## src/rtl/i2s_pkg.sv

```systemverilog
// Shared types and defaults for the I2S master transmitter.
package i2s_pkg;

   typedef enum logic {IDLE = 1'b0, RUN = 1'b1} state_e;

   localparam int DEF_DATA_W  = 16;
   localparam int DEF_CLK_DIV = 4;

   // WS leads the word by one bit: high from the left LSB slot up to the right LSB-1 slot.
   function automatic logic ws_for(input int b, input int data_w);
      return (b >= data_w - 1) && (b <= 2*data_w - 2);
   endfunction

endpackage

```

## src/rtl/i2s_sck_gen.sv

```systemverilog
// SCK divider: toggles SCK every CLK_DIV clk cycles while running, with edge strobes.
module i2s_sck_gen #(
   parameter int CLK_DIV = 4
) (
   input  logic clk_i,
   input  logic rst_i,
   input  logic run_i,
   output logic sck_o,
   output logic sck_rise_o,
   output logic sck_fall_o
);

   localparam int CW = (CLK_DIV > 1) ? $clog2(CLK_DIV) : 1;

   logic [CW-1:0] cnt_q, cnt_d;
   logic          sck_q, sck_d;
   logic          tick;

   assign tick = run_i && (cnt_q == CW'(CLK_DIV - 1));

   always_comb begin
      cnt_d = cnt_q;
      sck_d = sck_q;
      if (!run_i) begin
         cnt_d = '0;
         sck_d = 1'b0;
      end else if (tick) begin
         cnt_d = '0;
         sck_d = ~sck_q;
      end else begin
         cnt_d = cnt_q + 1'b1;
      end
   end

   always_ff @(posedge clk_i or posedge rst_i) begin
      if (rst_i) begin
         cnt_q <= '0;
         sck_q <= 1'b0;
      end else begin
         cnt_q <= cnt_d;
         sck_q <= sck_d;
      end
   end

   assign sck_o      = sck_q;
   assign sck_rise_o = tick && !sck_q;
   assign sck_fall_o = tick && sck_q;

endmodule

```

## src/rtl/i2s_master_ctrl.sv

```systemverilog
// I2S master transmitter: one-deep stereo holding register feeding a 2*DATA_W frame shifter.
module i2s_master_ctrl import i2s_pkg::*; #(
   parameter int DATA_W  = DEF_DATA_W,
   parameter int CLK_DIV = DEF_CLK_DIV
) (
   input  logic              clk,
   input  logic              rst,
   input  logic              en,
   input  logic [DATA_W-1:0] left_data,
   input  logic [DATA_W-1:0] right_data,
   input  logic              in_valid,
   output logic              in_ready,
   output logic              SCK,
   output logic              WS,
   output logic              sd_out,
   output logic              busy,
   output logic              underrun
);

   localparam int FW = 2 * DATA_W;
   localparam int BW = $clog2(FW);

   state_e         state_q, state_d;
   logic [BW-1:0]  b_q, b_d, b_next;
   logic [FW-1:0]  frame_q, frame_d;
   logic [FW-1:0]  hold_q, hold_d;
   logic           hold_full_q, hold_full_d;
   logic           ws_q, ws_d;
   logic           underrun_q, underrun_d;
   logic           run, sck_rise, sck_fall, load;

   assign run    = (state_q == RUN);
   assign b_next = b_q + 1'b1;

   i2s_sck_gen #(.CLK_DIV(CLK_DIV)) u_sck_gen (
      .clk_i      (clk),
      .rst_i      (rst),
      .run_i      (run),
      .sck_o      (SCK),
      .sck_rise_o (sck_rise),
      .sck_fall_o (sck_fall)
   );

   always_comb begin
      state_d     = state_q;
      b_d         = b_q;
      frame_d     = frame_q;
      hold_d      = hold_q;
      hold_full_d = hold_full_q;
      ws_d        = ws_q;
      underrun_d  = 1'b0;
      load        = 1'b0;

      // Accept only into an empty holder, so it can never collide with a consuming load.
      if (in_valid && !hold_full_q) begin
         hold_d      = {left_data, right_data};
         hold_full_d = 1'b1;
      end

      case (state_q)
         IDLE: if (en) begin
            state_d = RUN;
            load    = 1'b1;
         end
         RUN: if (sck_fall) begin
            if (b_q == BW'(FW - 1)) begin
               if (en) begin
                  load = 1'b1;
               end else begin
                  state_d = IDLE;
                  b_d     = '0;
                  frame_d = '0;
                  ws_d    = 1'b0;
               end
            end else begin
               b_d     = b_next;
               frame_d = frame_q << 1;
               ws_d    = ws_for(int'(b_next), DATA_W);
            end
         end
         default: state_d = IDLE;
      endcase

      if (load) begin
         b_d  = '0;
         ws_d = ws_for(0, DATA_W);
         if (hold_full_q) begin
            frame_d     = hold_q;
            hold_full_d = 1'b0;
         end else begin
            frame_d    = '0;
            underrun_d = 1'b1;
         end
      end
   end

   always_ff @(posedge clk or posedge rst) begin
      if (rst) begin
         state_q     <= IDLE;
         b_q         <= '0;
         frame_q     <= '0;
         hold_q      <= '0;
         hold_full_q <= 1'b0;
         ws_q        <= 1'b0;
         underrun_q  <= 1'b0;
      end else begin
         state_q     <= state_d;
         b_q         <= b_d;
         frame_q     <= frame_d;
         hold_q      <= hold_d;
         hold_full_q <= hold_full_d;
         ws_q        <= ws_d;
         underrun_q  <= underrun_d;
      end
   end

   // A rising SCK edge outside RUN would mean the divider escaped its clear.
   always_ff @(posedge clk) begin
      if (!rst && sck_rise) assert (run);
   end

   assign in_ready = !hold_full_q;
   assign WS       = ws_q;
   assign sd_out   = frame_q[FW-1];
   assign busy     = run;
   assign underrun = underrun_q;

endmodule

```

## config.mk

```make
export PLATFORM = sky130hd
export DESIGN_NAME = i2s_master_ctrl
export DESIGN_NICKNAME = d
export VERILOG_FILES = /design/src/rtl/i2s_pkg.sv /design/src/rtl/i2s_sck_gen.sv /design/src/rtl/i2s_master_ctrl.sv
export SDC_FILE = /design/constraint.sdc
export NUM_CORES = 1
export LEC_CHECK = 0
export CAP_MARGIN = 10
export CORE_ASPECT_RATIO = 0.8
export CORE_MARGIN = 8
export CORE_UTILIZATION = 59
export CTS_CLUSTER_SIZE = 40
export DETAILED_ROUTE_END_ITERATION = 10
export GPL_TIMING_DRIVEN = 0
export PLACE_DENSITY = 0.91
export SLEW_MARGIN = 0
export SYNTH_ARGS = -nofsm -noshare
export SYNTH_HDL_FRONTEND = slang
export SYNTH_SLANG_ARGS = --single-unit
```

## constraint.sdc

```tcl
create_clock -name clk -period 5.7 [get_ports clk]
set_input_delay 1.14 -clock clk [delete_from_list [all_inputs] [get_ports clk]]
set_output_delay 1.14 -clock clk [all_outputs]
set_load 0.1 [all_outputs]
```

==> results.py, run 1 <==
metrics = {
    "min_path": {
        "hold_class": "flop to flop",
        "whs_endpoint": "u_sck_gen.cnt_q[0]",
        "holdPathStages": 1,
        "hold_path.startpoint": "u_sck_gen.cnt_q[0]",
    },
    "synthesis": {
        "synth.top_cells.by_area": "dfrtp_1, mux2_2, o2bb2ai_1, a21oi_1, nor2_1",
        "synth-seq-cells": 76,
        "ys_seq_area_share_pct": 57.40,
        "ys.flop_type": "dfrtp_1",
        "yosysTopAreaCell": "dfrtp_1",
        "synth-edff-count": 0,
        "ys_warn_count": 0,
        "syn-cell-area_mm2": 0.003313,
        "synth_fp_nets": 317,
        "post-synth-top-area-fraction_pct": 57.40,
        "syn_area_per_cell_um2": 12.00,
        "synthArstFlopShare_pct": 100.0,
        "synthCells": 276,
        "synth_cell_types": 36,
    },
    "finish": {
        "fillers": 361,
        "diodes": 0,
        "finalInstanceArea_mm2": 0.004048,
        "layout_common_cells": "dfrtp_1, clkdlybuf4s50_1, nor2_1, a21oi_1, o2bb2ai_1",
        "area_growth_pct": 22.17,
        "layout_commonest_cell": "dfrtp_1",
        "layout-drive-gt1-share_pct": 20.42,
        "fin_nets": 369,
    },
    "pwr": {
        "design_power_total_mw": 1.833,
        "comb_power_share_pct": 29.1,
        "peakVddDrop_mv": 0.2596,
        "powerDensity_mw_per_mm2": 452.9,
        "p_leak_nw": 1.649,
        "p_int_mw": 1.210,
        "p_seq_share_pct": 46.0,
        "p_sw_uw": 622.7,
        "switching_share_pct": 33.97,
        "clkPwrFrac_pct": 24.8,
    },
    "timing": {
        "min_period_ns": 3.236,
        "timing.hold.ws_ns": 0.4636,
        "finalSetupViolCount": 0,
        "fmax_ghz": 0.3090,
        "rsz0062_at_grt": "false",
        "finalClockSkew_ns": 0.006515,
        "fin_tns_setup_ns": 0,
        "slew_headroom_pct": 34.71,
        "fin_crit_sh_pct": 56.77,
        "report.final.hold_viol_count": 0,
        "worst_pin_slew_ns": 0.9763,
        "slew_viol_final": 0,
    },
    "grt": {
        "grt_start_max_net_pins": 77,
        "grt-ovfl-total": 0,
        "antenna_found_initial": 0,
        "grt_pass1_wl_um": 11250,
        "grt.total_usage_pct": 16.93,
        "grt_pass1_vias": 2381,
    },
    "drt": {
        "routed_via_density": 5.582,
        "drt-total-wl_um": 6534,
        "drtPass1Iterations": 4,
        "antenna_left": 0,
        "drcViolationCount": 0,
        "drt-initial-drc-count": 133,
        "vias": 2294,
        "wl_per_cell_um": 15.90,
    },
    "worst_setup_path": {
        "crit_required_ns": 4.56,
        "cp_top_family": "buffers and inverters",
        "startpoint": "busy",
        "end_kind": "primary output",
        "start_kind": "flop",
        "worst-endpoint-arrival_ns": 2.10,
        "slowest_stage": "clkdlybuf4s50_1",
        "r2r-start": "b_q[0]",
        "cp_cell_sequence": "clkdlybuf4s50_1",
        "worstPathMaxFanout": 10,
        "slowest_delay_ns": 1.20,
        "rr_worst_depth": 6,
        "r2r_slack_ns": 3.59,
        "cp_num_buf_inv": 1,
        "path_depth": 1,
        "worstSetupPathType": "flop to primary output",
        "rr_endpoint": "WS",
    },
    "cts": {
        "cts_num_sinks": 76,
        "holdBufCountCts": 0,
        "cts_buffers": 9,
        "htreeDepth": 3,
        "clkTransAtPathRegs_ns": 0.07,
        "cts_resized": 0,
        "cts_tree": "yes",
        "cts-root-buf": "clkbuf_8",
        "post_cts_buffers": 0,
        "worstSkewPairLatency_ns": 0.35,
        "clockBufferDepth": 2,
    },
    "place": {
        "post_dp_cell_area_mm2": 0.003824,
        "hpwl_um": 4632,
        "finalWeightedCongestion": 0.7996,
        "io_buffers": 41,
    },
    "floorplan": {
        "die_y_um": 83.03,
        "chipWidth_um": 99.78,
        "die_area_mm2": 0.008284,
        "ios": 42,
        "placeableCoreArea_mm2": 0.005435,
        "row_count": 24,
        "start_util_pct": 60.96,
    },
    "flow_run": {
        "maxCapViolations": 0,
    },
    "outcome": {
        "status": "complete, no violations",
    },
}
[registers in the layout (all words and copies together) (netlist names)]
| signal | count |
|---|---|
| frame_q | 32 |
| hold_q | 32 |
| b_q | 5 |
| u_sck_gen.cnt_q | 2 |
| WS | 1 |
| busy | 1 |
| hold_full_q | 1 |
| u_sck_gen.sck_o | 1 |
| underrun | 1 |
[per-layer routing]
metal / up-vias / track usage (%) / routed length [um]
met5: - / 0 / 0
met4: 0 / 5.624 / 105
met3: 11 / 5.833 / 360
met2: 57 / 26.13 / 3180
met1: 1132 / 21.65 / 2888
li1: 1094 / - / -
[stage by stage]
stage | cells | setup WS, ns | util (%)
floorplan | 276 | 2.622 | -
global placement | 395 | 1.505 | 70.30
detailed placement | 395 | 2.836 | 70.35
CTS | 411 | 2.453 | 74.47
global route | 411 | 2.418 | 74.47
finish | 411 | 2.464 | 74.47
[kinds of logic (layout without fill, tap and decap cells)]
logic type               Yosys count  in the layout  synth area share [%]
AO/OA/AOI/OAI                     78             78                 16.50
adder cells (fa/ha/maj)            5              5                 1.888
XOR/XNOR                           1              1                0.2644
buffers and inverters             24             81                 4.418
multiplexers                      32             32                 10.88
flip-flops                        76             76                 57.40
AND/OR/NAND/NOR                   60             60                 8.648
[synth_stat cells (2+ instances only)]
| library cell | number |
|---|---|
| ha_1 | 5 |
| mux2_2 | 30 |
| o2bb2ai_1 | 31 |
| buf_6 | 5 |
| nor2_1 | 39 |
| buf_2 | 9 |
| o31ai_1 | 2 |
| nor3b_1 | 2 |
| inv_1 | 5 |
| and3_1 | 2 |
| clkbuf_1 | 3 |
| o21ai_0 | 5 |
| nand2_1 | 3 |
| nand2b_1 | 2 |
| nand3_1 | 2 |
| and2_1 | 4 |
| mux2_1 | 2 |
| dfrtp_1 | 76 |
| a21oi_1 | 31 |
| buf_4 | 2 |
[area by class of cell]
class / instances / area (um2) / area share (%)
clock inverter: 6 / 86.33 / 2.133
multi-input combinational: 176 / 1265 / 31.25
buffer: 19 / 127.6 / 3.153
tap: 78 / 97.59 / 2.411
timing repair buffer: 41 / 410.4 / 10.14
inverter: 5 / 21.27 / 0.5255
sequential: 76 / 1902 / 46.99
clock buffer: 10 / 137.6 / 3.400
[worst max path at each step]
stage	slack (ns)	endpoint
floorplan	2.62	WS
finish	2.46	busy
global route	2.42	busy
detailed placement	2.84	busy
global placement	1.51	b_q[3]
CTS	2.45	busy
[power groups by stage]
stage / clock [mW] / combinational (mW) / sequential, mW
after floorplan: 0 / 0.337 / 0.892
after global placement: 0 / 0.505 / 0.837
after detailed placement: 0 / 0.535 / 0.851
after CTS: 0.463 / 0.539 / 0.841
after global routing: 0.485 / 0.597 / 0.867
final: 0.455 / 0.534 / 0.844
Power figures use the tool's default switching activity.
==> run 2, diff against run 1 <==
CORE_UTILIZATION = 55   (was 59)
PLACE_DENSITY = 0.86   (was 0.91)
clock period = 3.2 ns   (was 5.7 ns; I/O delays follow)
==> run 2 against run 1 <==
Effect of this change: sequential power rose by 78%; hold slack lost 0.015 ns; cell count grew 0.97%; die area rose by 6.0%; setup slack got worse by 2.0 ns; sequential cell count is the same; clock skew grew 0.0028 ns; critical endpoint unchanged; largest cell class unchanged.
==> results.py, run 2 (synthesis gave the netlist of run 1 again) <==
metrics = {
    "cts": {
        "clockBufferDepth": 2,
        "post_cts_buffers": 0,
        "cts_num_sinks": 76,
        "cts_resized": 0,
        "htreeDepth": 3,
        "worstSkewPairLatency_ns": 0.35,
        "holdBufCountCts": 0,
        "cts_tree": "yes",
        "clkTransAtPathRegs_ns": 0.07,
        "cts_buffers": 9,
        "cts-root-buf": "clkbuf_8",
    },
    "drt": {
        "drt-initial-drc-count": 120,
        "routed_via_density": 5.571,
        "drcViolationCount": 0,
        "wl_per_cell_um": 15.39,
        "drtPass1Iterations": 4,
        "vias": 2312,
        "drt-total-wl_um": 6388,
        "antenna_left": 0,
    },
    "floorplan": {
        "die_area_mm2": 0.008779,
        "chipWidth_um": 102.8,
        "row_count": 25,
        "placeableCoreArea_mm2": 0.005881,
        "ios": 42,
        "start_util_pct": 56.34,
        "die_y_um": 85.42,
    },
    "finish": {
        "fin_nets": 370,
        "multiInputGateArea_mm2": 0.001265,
        "diodes": 0,
        "layout_common_cells": "dfrtp_1, clkdlybuf4s50_1, nor2_1, a21oi_1, o2bb2ai_1",
        "final_core_util_pct": 68.74,
        "finalInstanceArea_mm2": 0.004043,
        "layout-drive-gt1-share_pct": 20.36,
        "fillers": 445,
        "area_growth_pct": 22.02,
        "regArea_mm2": 0.001902,
        "biggestRegsByFlops": "frame_q (32), hold_q (32), b_q (5)",
        "layout_commonest_cell": "dfrtp_1",
    },
    "worst_setup_path": {
        "worst-endpoint-arrival_ns": 2.09,
        "end_kind": "primary output",
        "worstSetupPathType": "flop to primary output",
        "crit_required_ns": 2.56,
        "slowest_stage": "clkdlybuf4s50_1",
        "slowest_delay_ns": 1.21,
        "cp_cell_sequence": "clkdlybuf4s50_1",
        "worstPathMaxFanout": 10,
        "cp_top_family": "buffers and inverters",
        "rr_worst_depth": 6,
        "rr_endpoint": "WS",
        "start_kind": "flop",
        "r2r-start": "b_q[0]",
        "r2r_slack_ns": 1.10,
        "cp_num_buf_inv": 1,
    },
    "pwr": {
        "peakVddDrop_mv": 0.3826,
        "powerDensity_mw_per_mm2": 769.7,
        "p_leak_nw": 1.639,
    },
    "grt": {
        "grt.total_usage_pct": 16.17,
        "grt_pass1_wl_um": 11150,
        "antenna_found_initial": 0,
        "grt_pass1_vias": 2425,
        "grt-ovfl-total": 0,
        "grt_start_max_net_pins": 74,
    },
    "timing": {
        "slew_headroom_pct": 34.93,
        "fin_crit_sh_pct": 85.43,
        "report.final.hold_viol_count": 0,
        "finalSetupViolCount": 0,
        "worst_pin_slew_ns": 0.9730,
        "finalClockSkew_ns": 0.009336,
        "rsz0062_at_grt": "false",
        "fmax_ghz": 0.3658,
        "fin_tns_setup_ns": 0,
        "timing.hold.ws_ns": 0.4483,
        "slew_viol_final": 0,
        "min_period_ns": 2.734,
    },
    "min_path": {
        "whs_endpoint": "u_sck_gen.cnt_q[0]",
        "holdPathStages": 1,
        "hold_class": "flop to flop",
        "hold_path.startpoint": "u_sck_gen.cnt_q[0]",
    },
    "place": {
        "io_buffers": 41,
        "post_dp_cell_area_mm2": 0.003855,
        "finalWeightedCongestion": 0.8170,
        "hpwl_um": 4626,
    },
    "outcome": {
        "status": "complete, no violations",
    },
    "flow_run": {
        "maxCapViolations": 0,
    },
}
==> run 2: cell types whose count changed in the layout (fill, tap and decap cells not counted), sizes merged <==
cell,before,now
bufinv,2,0
clkbuf,13,15
buf,16,17
clkinv,2,1
clkinvlp,1,2
==> run 2: routing by layer <==
layer  up-vias  share of wire [%]  global-route usage [%]
met5         -                  0                       0
met4         0                1.8                   6.553
met3        16                4.3                   4.334
met2        54                 47                   24.09
met1      1150                 47                   21.73
li1       1092                  -                       -
==> run 2: layout make-up <==
cell class | instances | share of cell area [%]
sequential | 76 | 47.04
multi-input combinational | 176 | 31.29
timing repair buffer | 42 | 10.83
clock inverter | 4 | 0.8047
buffer | 19 | 3.157
clock buffer | 12 | 3.838
inverter | 5 | 0.5262
tap | 81 | 2.507
==> run 2: worst max path at each step <==
stage	start	slack (ns)	depth (start not counted)	endpoint
after floorplan	rst	0.62	1	WS
after detailed placement	in_valid	0.78	5	hold_q[17]
after CTS	busy	0.44	1	busy
final	busy	0.47	1	busy
after global placement	rst	-0.57	2	hold_q[24]
after global routing	busy	0.39	1	busy
==> run 2: power breakdown <==
| part | switching [mW] | internal [mW] | total, mW |
|---|---|---|---|
| logic | 0.531 | 0.411 | 0.942 |
| registers | 0.207 | 1.29 | 1.50 |
| clock network | 0.346 | 0.328 | 0.675 |
==> run 2: stage by stage <==
| step | cells | setup WS, ns | power (mW) |
|---|---|---|---|
| 2_1_floorplan | 276 | 0.6217 | 2.189 |
| 3_3_place_gp | 398 | -0.5700 | 2.395 |
| 3_5_place_dp | 399 | 0.7837 | 2.466 |
| 5_1_grt | 415 | 0.3946 | 3.343 |
| 6_report | 415 | 0.4662 | 3.111 |
| 4_1_cts | 415 | 0.4419 | 3.151 |
==> run 3, diff against run 2 <==
CORE_UTILIZATION = 40   (was 55)
PLACE_DENSITY = 0.68   (was 0.86)
==> run 3 against run 2 <==
Effect of this change: critical path depth did not move; register-to-register slack got worse by 0.02 ns; sequential cell count did not move; combinational power fell by 1%; total power rose by 0.16%; non-clock buffer count did not move; die area rose by 31%; setup slack got worse by 0.0075 ns; sequential share of layout area fell by 0.32 points; sequential power barely moved; via count fell by 3.3%; clock power rose by 2%.
==> results.py, run 3 (synthesis gave the netlist of run 1 again) <==
metrics = {
    "outcome": {
        "status": "complete, no violations",
    },
    "cts": {
        "worstSkewPairLatency_ns": 0.35,
        "cts_tree": "yes",
        "clkTransAtPathRegs_ns": 0.07,
        "cts_num_sinks": 76,
        "holdBufCountCts": 0,
        "clockBufferDepth": 2,
        "cts_buffers": 9,
        "cts-root-buf": "clkbuf_8",
        "htreeDepth": 3,
        "cts_resized": 0,
        "post_cts_buffers": 0,
    },
    "finish": {
        "layout-drive-gt1-share_pct": 20.12,
        "biggestRegsByFlops": "frame_q (32), hold_q (32), b_q (5)",
        "layout_commonest_cell": "dfrtp_1",
        "finalInstanceArea_mm2": 0.004070,
        "stdcell_count": 441,
        "fillers": 728,
        "diodes": 0,
        "layout_common_cells": "dfrtp_1, clkdlybuf4s50_1, nor2_1, a21oi_1, o2bb2ai_1",
        "fin_nets": 370,
        "area_growth_pct": 22.85,
    },
    "worst_setup_path": {
        "worstSetupPathType": "flop to primary output",
        "cp_num_buf_inv": 1,
        "rr_endpoint": "WS",
        "rr_worst_depth": 6,
        "r2r_slack_ns": 1.08,
        "cp_top_family": "buffers and inverters",
        "crit_required_ns": 2.56,
        "worstPathMaxFanout": 10,
        "cp_cell_sequence": "clkdlybuf4s50_1",
        "slowest_delay_ns": 1.21,
        "slowest_stage": "clkdlybuf4s50_1",
        "start_kind": "flop",
        "end_kind": "primary output",
        "r2r-start": "b_q[0]",
        "worst-endpoint-arrival_ns": 2.10,
    },
    "timing": {
        "setup_slack_ns": 0.4588,
        "worst_pin_slew_ns": 0.9729,
        "min_period_ns": 2.741,
        "slew_viol_final": 0,
        "timing.hold.ws_ns": 0.4388,
        "fin_crit_sh_pct": 85.66,
        "fmax_ghz": 0.3648,
        "slew_headroom_pct": 34.94,
        "rsz0062_at_grt": "false",
        "finalSetupViolCount": 0,
        "report.final.hold_viol_count": 0,
        "fin_tns_setup_ns": 0,
        "finalClockSkew_ns": 0.009830,
    },
    "floorplan": {
        "placeableCoreArea_mm2": 0.007983,
        "die_y_um": 97.40,
        "ios": 42,
        "die_area_mm2": 0.01147,
        "start_util_pct": 41.50,
        "row_count": 29,
        "chipWidth_um": 117.8,
    },
    "place": {
        "post_dp_cell_area_mm2": 0.003889,
        "place_ws_ns": 0.8171,
        "hpwl_um": 4546,
        "io_buffers": 41,
        "finalWeightedCongestion": 0.7345,
        "dp.cells": 426,
    },
    "flow_run": {
        "maxCapViolations": 0,
    },
    "drt": {
        "routed_via_density": 5.068,
        "drt-initial-drc-count": 90,
        "drcViolationCount": 0,
        "vias": 2235,
        "antenna_left": 0,
        "drt-total-wl_um": 6513,
        "wl_per_cell_um": 14.77,
        "drtPass1Iterations": 4,
    },
    "grt": {
        "grt_pass1_wl_um": 11380,
        "antenna_found_initial": 0,
        "grt.total_usage_pct": 12.08,
        "grt_pass1_vias": 2354,
        "grt_start_max_net_pins": 68,
        "grt-ovfl-total": 0,
    },
    "pwr": {
        "p_leak_nw": 1.645,
        "powerDensity_mw_per_mm2": 765.7,
        "peakVddDrop_mv": 0.3490,
    },
    "min_path": {
        "whs_endpoint": "u_sck_gen.cnt_q[0]",
        "hold_class": "flop to flop",
        "hold_path.startpoint": "u_sck_gen.cnt_q[0]",
        "holdPathStages": 1,
    },
}
[run 3: cell types whose count changed in the layout (fill, tap and decap cells not counted), sizes merged]
cell / delta
bufinv: +1
clkbuf: -2
clkinv: +3
clkinvlp: -2
inv: -1
[run 3: cell type report]
class	instances	area [um2]	share of cell area [%]
Multi-Input combinational cell	176	1265	31.08
Sequential cell	76	1902	46.73
Inverter	5	21.27	0.5226
Clock inverter	5	53.80	1.322
Buffer	19	127.6	3.136
Tap cell	108	135.1	3.320
Timing Repair Buffer	42	437.9	10.76
Clock buffer	10	127.6	3.136
[run 3: through the flow]
step / power [mW] / util, %
after floorplan: 2.189 / -
after global placement: 2.409 / 48.34
after detailed placement: 2.456 / 48.71
after CTS: 3.155 / 50.99
after global routing: 3.349 / 50.99
final: 3.117 / 50.99
[run 3: how the worst max path moves through the flow]
stage | start | end | cells after the start
detailed placement | busy | busy | 1
global placement | rst | hold_q[24] | 2
global route | busy | busy | 1
CTS | busy | busy | 1
finish | busy | busy | 1
floorplan | rst | WS | 1
[run 3: where the power goes]
group	internal [mW]	leakage [nW]	switching (mW)	total [mW]
combinational	0.410	0.688	0.522	0.932
clock	0.353	0.0959	0.335	0.688
sequential	1.29	0.861	0.208	1.50
[run 3: per-layer routing]
layer  GRT usage (%)  vias up  wire (um)
met1           15.37     1091       3102
li1                -     1091          -
met3           4.820        8        372
met2           18.20       45       2961
met4           4.224        0         78
met5               0        -          0
